[src/rtl/stat_graph_render_pkg.sv]
// Shared definitions for the population graph renderer.
//   SCREEN_WIDTH/SCREEN_HEIGHT : raster position that marks the once-per-frame event
//   tally_t                    : sample type at the default 16-bit tally width
//   stat_state_t               : sampling sequencer states
//   GRAPH_MODE_*               : encodings of mode_in
package stat_graph_render_pkg;

    localparam int SCREEN_WIDTH      = 1024;
    localparam int SCREEN_HEIGHT     = 768;
    localparam int TALLY_WIDTH_DEF   = 16;

    typedef logic [TALLY_WIDTH_DEF-1:0] tally_t;

    typedef enum logic [1:0] {ACCUM, WAIT, COMMIT, SCAN} stat_state_t;

    localparam logic GRAPH_MODE_LINE = 1'b0;
    localparam logic GRAPH_MODE_BAR  = 1'b1;

endpackage

[src/rtl/stat_graph_render_history_buf.sv]
// Circular sample history with one write and one synchronous read port, plus the
// max/scale engine that walks the filled entries after every commit.
//   clk_in, rst_in : clock, async active-high reset
//   i_wr_en/i_wr_data : commit one sample at the write pointer
//   i_scan_act     : sequencer is in SCAN; the read port belongs to the engine
//   i_scan_step    : engine advances this cycle (low while paused)
//   i_k            : render sample index of the NEXT pixel (read is one cycle ahead)
//   o_rd_data      : registered read data
//   o_fill         : number of valid samples (saturates at HISTORY_LEN)
//   o_scan_done    : pulse in the cycle the scale register is loaded
//   o_scale        : current right-shift for displayed samples
module stat_history_buf
    import stat_graph_render_pkg::*;
#(
    parameter int HISTORY_LEN  = 32,
    parameter int TALLY_WIDTH  = 16,
    parameter int GRAPH_HEIGHT = 128
) (
    input  logic                         clk_in,
    input  logic                         rst_in,
    input  logic                         i_wr_en,
    input  logic [TALLY_WIDTH-1:0]       i_wr_data,
    input  logic                         i_scan_act,
    input  logic                         i_scan_step,
    input  logic [10:0]                  i_k,
    output logic [TALLY_WIDTH-1:0]       o_rd_data,
    output logic [$clog2(HISTORY_LEN):0] o_fill,
    output logic                         o_scan_done,
    output logic [4:0]                   o_scale
);
    localparam int PW = $clog2(HISTORY_LEN);

    logic [TALLY_WIDTH-1:0] r_mem [HISTORY_LEN];
    logic [TALLY_WIDTH-1:0] r_rd, r_max, w_max_fin;
    logic [PW-1:0]          r_wr_ptr, w_rd_addr;
    logic [PW:0]            r_fill, r_sc;
    logic [4:0]             r_scale, w_scale;
    int                     w_base, w_sum, w_sidx;

    always_ff @(posedge clk_in or posedge rst_in) begin
        if (rst_in) begin
            r_wr_ptr <= '0;
            r_fill   <= '0;
        end else if (i_wr_en) begin
            r_wr_ptr <= (r_wr_ptr == PW'(HISTORY_LEN-1)) ? '0 : r_wr_ptr + 1'b1;
            if (r_fill != (PW+1)'(HISTORY_LEN))
                r_fill <= r_fill + 1'b1;
        end
    end

    always_ff @(posedge clk_in) begin
        if (i_wr_en)
            r_mem[r_wr_ptr] <= i_wr_data;
        r_rd <= r_mem[w_rd_addr];
    end

    // Render: oldest sample sits at (wr_ptr - fill) mod N. Scan: while stalled the
    // engine re-reads the previous entry so r_rd always holds entry r_sc-1.
    always_comb begin
        w_base = int'(r_wr_ptr) - int'(r_fill);
        if (w_base < 0) w_base = w_base + HISTORY_LEN;
        w_sum = w_base + int'(i_k);
        if (w_sum >= HISTORY_LEN) w_sum = w_sum - HISTORY_LEN;
        if (int'(i_k) >= HISTORY_LEN) w_sum = 0;
        w_sidx = i_scan_step ? int'(r_sc) : int'(r_sc) - 1;
        if (w_sidx < 0 || w_sidx >= HISTORY_LEN) w_sidx = 0;
        w_rd_addr = i_scan_act ? PW'(w_sidx) : PW'(w_sum);
    end

    assign w_max_fin   = (r_sc != '0 && r_rd > r_max) ? r_rd : r_max;
    assign o_scan_done = i_scan_step && (r_sc == r_fill);

    // Smallest shift that brings the max under the plot height.
    always_comb begin
        w_scale = 5'(TALLY_WIDTH);
        for (int s = TALLY_WIDTH; s >= 0; s--)
            if (int'(w_max_fin >> s) <= GRAPH_HEIGHT - 1)
                w_scale = 5'(s);
    end

    always_ff @(posedge clk_in or posedge rst_in) begin
        if (rst_in) begin
            r_sc    <= '0;
            r_max   <= '0;
            r_scale <= '0;
        end else if (i_wr_en) begin
            r_sc  <= '0;
            r_max <= '0;
        end else if (i_scan_step) begin
            r_max <= w_max_fin;
            if (r_sc == r_fill) begin
                r_sc    <= '0;
                r_scale <= w_scale;
            end else begin
                r_sc <= r_sc + 1'b1;
            end
        end
    end

    assign o_rd_data = r_rd;
    assign o_fill    = r_fill;
    assign o_scale   = r_scale;

endmodule

[src/rtl/stat_graph_render.sv]
// Population graph: counts alive cells per frame, keeps a circular history and
// renders axes plus a line or bar trace with an auto-ranging vertical scale.
//   clk_in, rst_in         : pixel clock, async active-high reset
//   hcount_in, vcount_in   : raster position
//   is_alive_in/count_en_in: one qualified cell per count_en_in pulse
//   mode_in                : 0 line, 1 filled bars
//   pause_in               : freeze sampling; rendering continues
//   pix_out                : registered graph pixel (1 cycle latency)
//   scale_out              : current sample right-shift
module stat_graph_render
    import stat_graph_render_pkg::*;
#(
    parameter int          ORIGIN_X      = 800,
    parameter int          ORIGIN_Y      = 16,
    parameter int          GRAPH_WIDTH   = 256,
    parameter int          GRAPH_HEIGHT  = 128,
    parameter int          HISTORY_LEN   = 32,
    parameter int          SAMPLE_PERIOD = 32,
    parameter int          TALLY_WIDTH   = 16,
    parameter logic [11:0] TRACE_COLOR   = 12'h0F0,
    parameter logic [11:0] AXIS_COLOR    = 12'hFFF
) (
    input  logic        clk_in,
    input  logic        rst_in,
    input  logic [10:0] hcount_in,
    input  logic [9:0]  vcount_in,
    input  logic        is_alive_in,
    input  logic        count_en_in,
    input  logic        mode_in,
    input  logic        pause_in,
    output logic [11:0] pix_out,
    output logic [4:0]  scale_out
);
    localparam int PIX_PER = GRAPH_WIDTH / HISTORY_LEN;
    localparam int CW      = (PIX_PER > 1) ? $clog2(PIX_PER) : 1;
    localparam int FW      = $clog2(SAMPLE_PERIOD + 1);
    localparam int PW      = $clog2(HISTORY_LEN);
    localparam int YB      = ORIGIN_Y + GRAPH_HEIGHT;

    stat_state_t            r_state, w_state_nxt;
    logic [TALLY_WIDTH-1:0] r_acc, w_rd, w_h;
    logic [FW-1:0]          r_frame;
    logic [CW-1:0]          r_col, w_col_nxt;
    logic [10:0]            r_k, w_k_nxt;
    logic [PW:0]            w_fill;
    logic [11:0]            r_pix, w_pix;
    logic                   w_evt, w_wr_en, w_acc_clr, w_frame_ld, w_frame_inc;
    logic                   w_scan_done, w_hit;
    int                     w_top, w_v, w_hc;

    assign w_evt = !pause_in && (hcount_in == 11'(SCREEN_WIDTH))
                             && (vcount_in == 10'(SCREEN_HEIGHT));

    always_ff @(posedge clk_in or posedge rst_in) begin
        if (rst_in) r_state <= ACCUM;
        else        r_state <= w_state_nxt;
    end

    // Pause freezes every transition, including COMMIT and a partial SCAN.
    always_comb begin
        w_state_nxt = r_state;
        w_wr_en     = 1'b0;
        w_acc_clr   = 1'b0;
        w_frame_ld  = 1'b0;
        w_frame_inc = 1'b0;
        case (r_state)
            ACCUM:  if (w_evt) w_state_nxt = COMMIT;
            COMMIT: if (!pause_in) begin
                w_wr_en     = 1'b1;
                w_state_nxt = SCAN;
            end
            SCAN:   if (w_scan_done) begin
                if (SAMPLE_PERIOD == 1) begin
                    w_state_nxt = ACCUM;
                    w_acc_clr   = 1'b1;
                end else begin
                    w_state_nxt = WAIT;
                    w_frame_ld  = 1'b1;
                end
            end
            WAIT:   if (w_evt) begin
                if (r_frame == FW'(SAMPLE_PERIOD - 1)) begin
                    w_state_nxt = ACCUM;
                    w_acc_clr   = 1'b1;
                end else begin
                    w_frame_inc = 1'b1;
                end
            end
            default: w_state_nxt = ACCUM;
        endcase
    end

    always_ff @(posedge clk_in or posedge rst_in) begin
        if (rst_in) begin
            r_acc   <= '0;
            r_frame <= '0;
        end else begin
            if (w_acc_clr)
                r_acc <= '0;
            else if (r_state == ACCUM && !pause_in && count_en_in && is_alive_in && r_acc != '1)
                r_acc <= r_acc + 1'b1;
            if (w_frame_ld)
                r_frame <= FW'(1);
            else if (w_frame_inc)
                r_frame <= r_frame + 1'b1;
        end
    end

    stat_history_buf #(
        .HISTORY_LEN (HISTORY_LEN),
        .TALLY_WIDTH (TALLY_WIDTH),
        .GRAPH_HEIGHT(GRAPH_HEIGHT)
    ) u_hist (
        .clk_in     (clk_in),
        .rst_in     (rst_in),
        .i_wr_en    (w_wr_en),
        .i_wr_data  (r_acc),
        .i_scan_act (r_state == SCAN),
        .i_scan_step(r_state == SCAN && !pause_in),
        .i_k        (w_k_nxt),
        .o_rd_data  (w_rd),
        .o_fill     (w_fill),
        .o_scan_done(w_scan_done),
        .o_scale    (scale_out)
    );

    // r_col/r_k describe the pixel at hcount_in; their next values address the
    // history so the read data lands in the same cycle as its pixel. Loading
    // zero while hcount_in==ORIGIN_X makes column 0 / sample 0 start at ORIGIN_X+1.
    always_comb begin
        w_col_nxt = r_col + 1'b1;
        w_k_nxt   = r_k;
        if (hcount_in == 11'(ORIGIN_X)) begin
            w_col_nxt = '0;
            w_k_nxt   = '0;
        end else if (r_col == CW'(PIX_PER - 1)) begin
            w_col_nxt = '0;
            if (r_k != '1) w_k_nxt = r_k + 1'b1;
        end
    end

    always_ff @(posedge clk_in or posedge rst_in) begin
        if (rst_in) begin
            r_col <= '0;
            r_k   <= '0;
        end else begin
            r_col <= w_col_nxt;
            r_k   <= w_k_nxt;
        end
    end

    assign w_h   = w_rd >> scale_out;
    assign w_top = YB - 1 - int'(w_h);
    assign w_v   = int'(vcount_in);
    assign w_hc  = int'(hcount_in);

    always_comb begin
        case (mode_in)
            GRAPH_MODE_LINE: w_hit = (w_v == w_top);
            GRAPH_MODE_BAR:  w_hit = (w_v >= w_top) && (w_v <= YB - 1);
        endcase
        w_pix = '0;
        if ((w_v == YB && w_hc >= ORIGIN_X && w_hc <= ORIGIN_X + GRAPH_WIDTH) ||
            (w_hc == ORIGIN_X && w_v >= ORIGIN_Y && w_v <= YB))
            w_pix = AXIS_COLOR;
        else if (w_hc > ORIGIN_X && w_hc <= ORIGIN_X + GRAPH_WIDTH &&
                 int'(r_k) < int'(w_fill) && w_hit)
            w_pix = TRACE_COLOR;
    end

    always_ff @(posedge clk_in or posedge rst_in) begin
        if (rst_in) r_pix <= '0;
        else        r_pix <= w_pix;
    end

    assign pix_out = r_pix;

endmodule

[config.mk]
export PLATFORM = sky130hd
export DESIGN_NAME = stat_graph_render
export DESIGN_NICKNAME = d
export VERILOG_FILES = /design/src/rtl/stat_graph_render_pkg.sv /design/src/rtl/stat_graph_render_history_buf.sv /design/src/rtl/stat_graph_render.sv
export SDC_FILE = /design/constraint.sdc
export NUM_CORES = 1
export LEC_CHECK = 0
export BUFFER_PORTS_ARGS = -buffer_cell sky130_fd_sc_hd__buf_2
export CORE_AREA = 2 2 304 306
export DETAILED_ROUTE_END_ITERATION = 12
export DIE_AREA = 0 0 306 308
export SLEW_MARGIN = 20
export SYNTH_ARGS = -nofsm -noshare
export SYNTH_HDL_FRONTEND = slang
export SYNTH_HIERARCHICAL = 1
export SYNTH_SLANG_ARGS = --single-unit
export TNS_END_PERCENT = 10
[constraint.sdc]
create_clock -name clk_in -period 6.5 [get_ports clk_in]
set_input_delay 0.325 -clock clk_in [delete_from_list [all_inputs] [get_ports clk_in]]
set_output_delay 0.325 -clock clk_in [all_outputs]
set_load 0.005 [all_outputs]
==> qor.yml, run 1 <==
status: "complete, no violations"
synth_fp_nets: 2197
synth_flop_cell: "edfxtp_1"
crit_arrival_ns: 5.93
vdd_drop_max_mv: 0.249
fp-row-count: 111
synth_seq_cells: 605
initial_utilization_pct: 29.7
clkSlewWorstSetupHoldPaths_ns: 0.06
netlist_instances: 2114
cp_data_required_time_ns: 7.01
synth.area.top_cells: "edfxtp_1, dfrtp_1, nand2_1, mux2i_1, ha_1"
avgSynthCellArea_um2: 12.8
rsz0062_at_grt: "false"
first_pass_iters: 5
seq_area_frac_synth_pct: 65.1
min_from: "vcount_in[6]"
design_area_um2: 30800
p_leak_uw: 0.0108
synth_top_area_share_pct: 56.8
cts_buffers: 61
power_frac_clock_pct: 28.1
grt_first_pass_wirelength_um: 109000
syn_area_um2: 27000
synth_edf_count: 512
yosysMostFrequentCell: "edfxtp_1"
r2r_slack_ns: 1.09
die-area_um2: 94200
async_flop_share_pct: 12.7
dieWidth_um: 306
yosys.area.top_type: "edfxtp_1"
drt-wirelength-per-cell_um: 21.2
diodes: 0
die_y_um: 308
gp_congestion: 0.838
worstMarginPinSlew_ns: 1.03
drc_errors: 0
root_buffer: "clkbuf_16"
hpwl_um: 44500
detailed_place.area_um2: 28900
drtAntennaViolNets: 0
p_sw_uw: 4340
max_cap_viol_count: 0
grt_antenna_before_repair: 3
cellPowerDensity_nw_per_um2: 395
r2r-end: "u_hist/o_rd_data[0]"
nets: 2253
p_comb_share_pct: 33.8
skew_ns: 0.0403
p_int_uw: 7840
period_needed_ns: 5.41
yosys-top-cells-count: "edfxtp_1, nand2_1, a21oi_1, nor2_1, mux2i_1"
end_kind: "register"
drt_iter0_markers: 2161
setup_violations: 0
cts.sink_count: 605
min_path_type: "in -> reg"
clock_path_buffers: 3
fmax_mhz: 185
viasPerCell: 5.27
synth-warning-count: 6
reg2reg_from: "r_k[1]"
wl_um: 72200
slew_viol_final: 0
core_um2: 91000
critical_path_class: "reg -> reg"
grt.overflow.total: 0
drive_above_1_share_pct: 12.2
via_count: 17944
numPortBuffers: 42
start_kind: "register"
yosysUniqueCellTypes: 84
power_frac_seq_pct: 38.1
whs_path_depth: 3
syn_to_final_growth_pct: 14.1
hold_end: "pix_out[10]"
grt_max_degree: 77
path_max_fanout: 76
grt_use_total_pct: 15.0
worstRegToRegCells: 14
p_sw_share_pct: 35.6
ios: 44
grt_pass1_vias: 17556
h-tree-depth: 2
relSlewSlack_pct: 31.3
final_util_pct: 33.9
finalHoldViolCount: 0
cts_tree: "done"
fin_crit_sh_pct: 83.3
worstSkewPairLatency_ns: 0.65
fin_tns_setup_ns: 0
[kinds of logic after synthesis]
family                   count (synthesis)  share of synthesized area (%)
other                                    1                         0.0139
XOR/XNOR                                50                           1.62
flip-flops                             605                           65.1
AND/OR/NAND/NOR                        700                           12.3
buffers and inverters                  190                           3.38
AO/OA/AOI/OAI                          414                           10.8
adder cells (fa/ha/maj)                 56                           2.65
multiplexers                            98                           4.15
[through the flow]
stage | setup slack, ns | power, µW | hold slack [ns] | std cells
after floorplan | 2.31 | 7540 | 0.415 | 2114
after global placement | 1.17 | 8720 | 0.427 | 3292
after detailed placement | 1.13 | 8790 | 0.437 | 3292
after CTS | 1.14 | 12200 | 0.0370 | 3407
after global routing | 0.867 | 12800 | 0.0707 | 3407
final | 1.09 | 12200 | 0.0772 | 3407
[worst max path at each step]
stage	cells after the start	slack, ns	start	to
floorplan	19	2.31	r_k[0]	u_hist/o_rd_data[0]
global placement	14	1.17	r_k[0]	u_hist/o_rd_data[0]
detailed placement	14	1.13	r_k[0]	u_hist/o_rd_data[0]
CTS	14	1.14	r_k[1]	u_hist/o_rd_data[0]
global route	14	0.87	r_k[1]	u_hist/o_rd_data[7]
finish	14	1.09	r_k[1]	u_hist/o_rd_data[0]
[worst max-delay path, stage by stage, from the launching register on]
cell     delay (ns)
dfrtp_1        0.42
ha_1           0.19
nand3_1        0.17
or3_1          0.40
and2_1         0.24
xnor2_1        0.14
nor2_1         0.15
ha_1           0.19
inv_1          0.06
fa_1           0.49
or3_1          0.71
and2_4         0.98
a21oi_1        0.08
o311a_1        0.47
or4_1          0.57
[placed cells by master, fill, tap and decap left out, types with 16 or more instances in the layout]
master	n
edfxtp_1	512
nand2_1	326
a21oi_1	131
nor2_1	94
mux2i_1	83
buf_4	83
dfrtp_1	74
clkbuf_16	62
nand3_1	59
ha_1	54
inv_1	50
a211oi_1	44
o21ai_0	42
buf_2	42
nor4_1	31
and3_1	29
xor2_1	28
a21o_1	28
clkbuf_1	26
a31oi_1	25
and2_1	24
xnor2_1	22
nand4_1	21
nor3_1	21
o211a_1	16
or4_1	16
a32o_1	16
dfxtp_1	16
[area by class of cell]
| type | instances | area (µm²) |
|---|---|---|
| fillers | 8739 | 60100 |
| flip-flops and latches | 605 | 17600 |
| multi-input cells | 1319 | 8650 |
| clock buffers | 94 | 1730 |
| well taps | 1186 | 1480 |
| repair buffers | 131 | 943 |
| clock inverters | 20 | 221 |
| inverters | 52 | 195 |
[power groups by stage]
| stage | Clock [µW] | Combinational (µW) | Sequential, µW |
|---|---|---|---|
| 2_1_floorplan | 0 | 3020 | 4520 |
| 3_5_place_dp | 0 | 4080 | 4710 |
| 5_1_grt | 3640 | 4530 | 4660 |
| 4_1_cts | 3480 | 4110 | 4630 |
| 6_report | 3420 | 4120 | 4640 |
| 3_3_place_gp | 0 | 4020 | 4700 |
[timing repair]
action,CTS,global route
endpoints found under the setup margin,0,0
hold buffers,1,0
endpoints found under the hold margin,77,0
gates resized for setup,0,0
setup buffers,0,0
[state kept, by name, summed over array words and instances, names as in the netlist, 4 cells and up]
signal,flops
u_hist/o_rd_data,16
u_hist/r_mem,512
r_k,11
r_frame,6
u_hist/r_max,16
r_acc,16
u_hist/o_fill,6
u_hist/r_wr_ptr,5
u_hist/r_sc,6
u_hist/o_scale,4
[metal layers]
layer  GRT usage [%]  up-vias  wire, µm
li1                -     8074         -
met1            20.6     9064     31200
met2            23.8      707     33100
met3            2.78       99      5750
met4            5.06        0      2100
met5               0        -         0
(Power assumes the default switching activity.)
==> run 2, diff against run 1 <==
- clock period: 6.5 -> 5.6 ns (I/O delays scaled with it)
==> run 2 against run 1 <==
Effect of this change: maximum frequency rose by 7.6%; clock skew up 0.034 ns; die area is the same; total power up 17%; register-to-register slack got worse by 0.52 ns; wire length increased by 0.70%; cell area is 0.36% higher; combinational power up 14%; first-iteration DRC count fell by 18%; via count is essentially flat; highest routed layer is now met5.
==> qor.yml, run 2 (synthesis results as in run 1) <==
skew_ns: 0.0741  # +0.0338 ns
largest_register_ffs: 512  # unchanged
fmax_mhz: 199  # +7.6%
cts_tree: "done"
setup_violations: 0  # unchanged
path_max_fanout: 33  # -57%
path_cells: "ha_1 > nand3_1 > or3_1 > and2_1 > xnor2_1 > nor2_1 > ha_1 > inv_1 > fa_1 > or3_1 > and2_4 > buf_12 > nand2_1 > a32o_1 > nor4_1 > or4_1"
clock_path_buffers: 3  # unchanged
layout_commonest_cell: "edfxtp_1"
status: "complete, no violations"
fin_crit_sh_pct: 89.8  # +6.5 points
finalHoldViolCount: 0  # unchanged
die-area_um2: 94200  # unchanged
grt_pass1_vias: 17463  # -0.53%
worstRegToRegCells: 16  # +2
cts.sink_count: 605  # unchanged
p_int_uw: 9150  # +17%
postCtsSetupBuffers: 0  # unchanged
drt-wirelength-per-cell_um: 21.3  # +0.67%
p_sw_share_pct: 35.6  # about the same
grt_first_pass_wirelength_um: 109000  # +0.13%
cp_data_required_time_ns: 6.21  # -0.80 ns
nets: 2253  # unchanged
clkSlewWorstSetupHoldPaths_ns: 0.06  # about the same
grt_antenna_before_repair: 3  # unchanged
fin_ws_ns: 0.570  # -0.516 ns
ios: 44  # unchanged
r2r-end: "u_hist/o_rd_data[13]"
detailed_place.area_um2: 28900  # about the same
numPortBuffers: 42  # unchanged
hold_end: "pix_out[10]"
drt_iter0_markers: 1770  # -18%
reg2reg_from: "r_k[0]"
wl_um: 72700  # +0.70%
cellPowerDensity_nw_per_um2: 459  # +16%
min_from: "vcount_in[7]"
grt_use_total_pct: 15.1  # +0.16 points
crit_path_max_incr_delay_ns: 0.83  # -0.15 ns
cts_buffers: 60  # -1.6%
power_frac_seq_pct: 37.9  # -0.2 points
relSlewSlack_pct: 31.4  # +0.089 points
design_area_um2: 31000  # +0.36%
first_pass_iters: 5  # unchanged
fp-row-count: 111  # unchanged
max_cap_viol_count: 0  # unchanged
period_needed_ns: 5.03  # -0.384 ns
drive_above_1_share_pct: 12.6  # +0.41 points
p_comb_share_pct: 33.2  # -0.6 points
hpwl_um: 45000  # +1.1%
die_y_um: 308  # unchanged
power_frac_clock_pct: 29.0  # +0.9 points
whs_path_depth: 3  # unchanged
viasPerCell: 5.26  # about the same
largest-register: "u_hist/r_mem"
dieWidth_um: 306  # unchanged
grt_max_degree: 79  # +2.6%
slew_viol_final: 0  # unchanged
h-tree-depth: 2  # unchanged
critical_path_class: "reg -> reg"
cp_slowest_cell: "nor4_1"
drtAntennaViolNets: 0  # unchanged
p_leak_uw: 0.0109  # +0.65%
final_cell_mix: "edfxtp_1, nand2_1, a21oi_1, nor2_1, mux2i_1"
drc_errors: 0  # unchanged
rsz0062_at_grt: "false"
start_kind: "register"
end_kind: "register"
r2r_slack_ns: 0.57  # -0.52 ns
via_count: 17934  # -0.056%
worstSkewPairLatency_ns: 0.67  # +0.02 ns
dp_slack_ns: 0.557  # -0.573 ns
syn_to_final_growth_pct: 14.5
min_path_type: "in -> reg"
p_sw_uw: 5070  # +17%
gp_congestion: 0.824  # -1.7%
fin_tns_setup_ns: 0  # unchanged
core_um2: 91000  # unchanged
crit_arrival_ns: 5.64  # -0.29 ns
vdd_drop_max_mv: 0.317  # +27%
grt.overflow.total: 0  # unchanged
root_buffer: "clkbuf_16"
initial_utilization_pct: 29.7  # unchanged
worstMarginPinSlew_ns: 1.03  # -0.00420 ns
run 2: layout make-up:
type / instances / area, µm²
diodes: 1 / 2.50
clock buffers: 71 / 1570
clock inverters: 42 / 455
fillers: 8761 / 60000
inverters: 52 / 195
multi-input cells: 1319 / 8660
flip-flops and latches: 605 / 17600
well taps: 1186 / 1480
repair buffers: 132 / 968
run 2: worst max path at each step:
stage,from,end,slack (ns),cells past startpoint
after global routing,r_k[0],u_hist/o_rd_data[13],0.29,18
after detailed placement,r_k[0],u_hist/o_rd_data[13],0.56,16
after floorplan,r_k[0],u_hist/o_rd_data[0],1.41,19
after CTS,r_k[0],u_hist/o_rd_data[13],0.58,16
final,r_k[0],u_hist/o_rd_data[13],0.57,16
after global placement,r_k[0],u_hist/o_rd_data[15],0.40,16
run 2: critical path: cells and delay by family, from the launching register on:
family	cells	cell delay, ns
AND/OR/NAND/NOR	9	2.99
adder cells (fa/ha/maj)	3	0.85
flip-flops	1	0.42
buffers and inverters	2	0.31
AO/OA/AOI/OAI	1	0.24
XOR/XNOR	1	0.17
run 2: metrics by stage:
stage          hold WS, ns  utilization (%)  power, µW  cells
6_report            0.0418             34.0      14200   3408
4_1_cts            0.00332             34.0      14300   3407
3_5_place_dp         0.438             31.8      10200   3291
3_3_place_gp         0.427             31.8      10000   3290
5_1_grt             0.0667             34.0      15000   3407
2_1_floorplan        0.415                -       8760   2114
run 2: timing repair:
action	in CTS	in global routing
resized for setup	0	0
hold buffers	3	0
hold endpoints to repair	79	0
run 2: layer usage:
layer	global-route usage [%]	part of all wire (%)	up-vias
met5	0	0.019	-
met4	5.16	3.1	2
met3	2.66	7.2	115
met2	24.4	46	629
met1	20.6	44	9114
li1	-	-	8074
run 2: power groups by stage:
stage / Clock, µW / Sequential (µW) / Combinational (µW)
after detailed placement: 0 / 5470 / 4680
after global placement: 0 / 5460 / 4570
after global routing: 4370 / 5420 / 5190
after floorplan: 0 / 5250 / 3510
final: 4120 / 5390 / 4710
after CTS: 4200 / 5380 / 4710
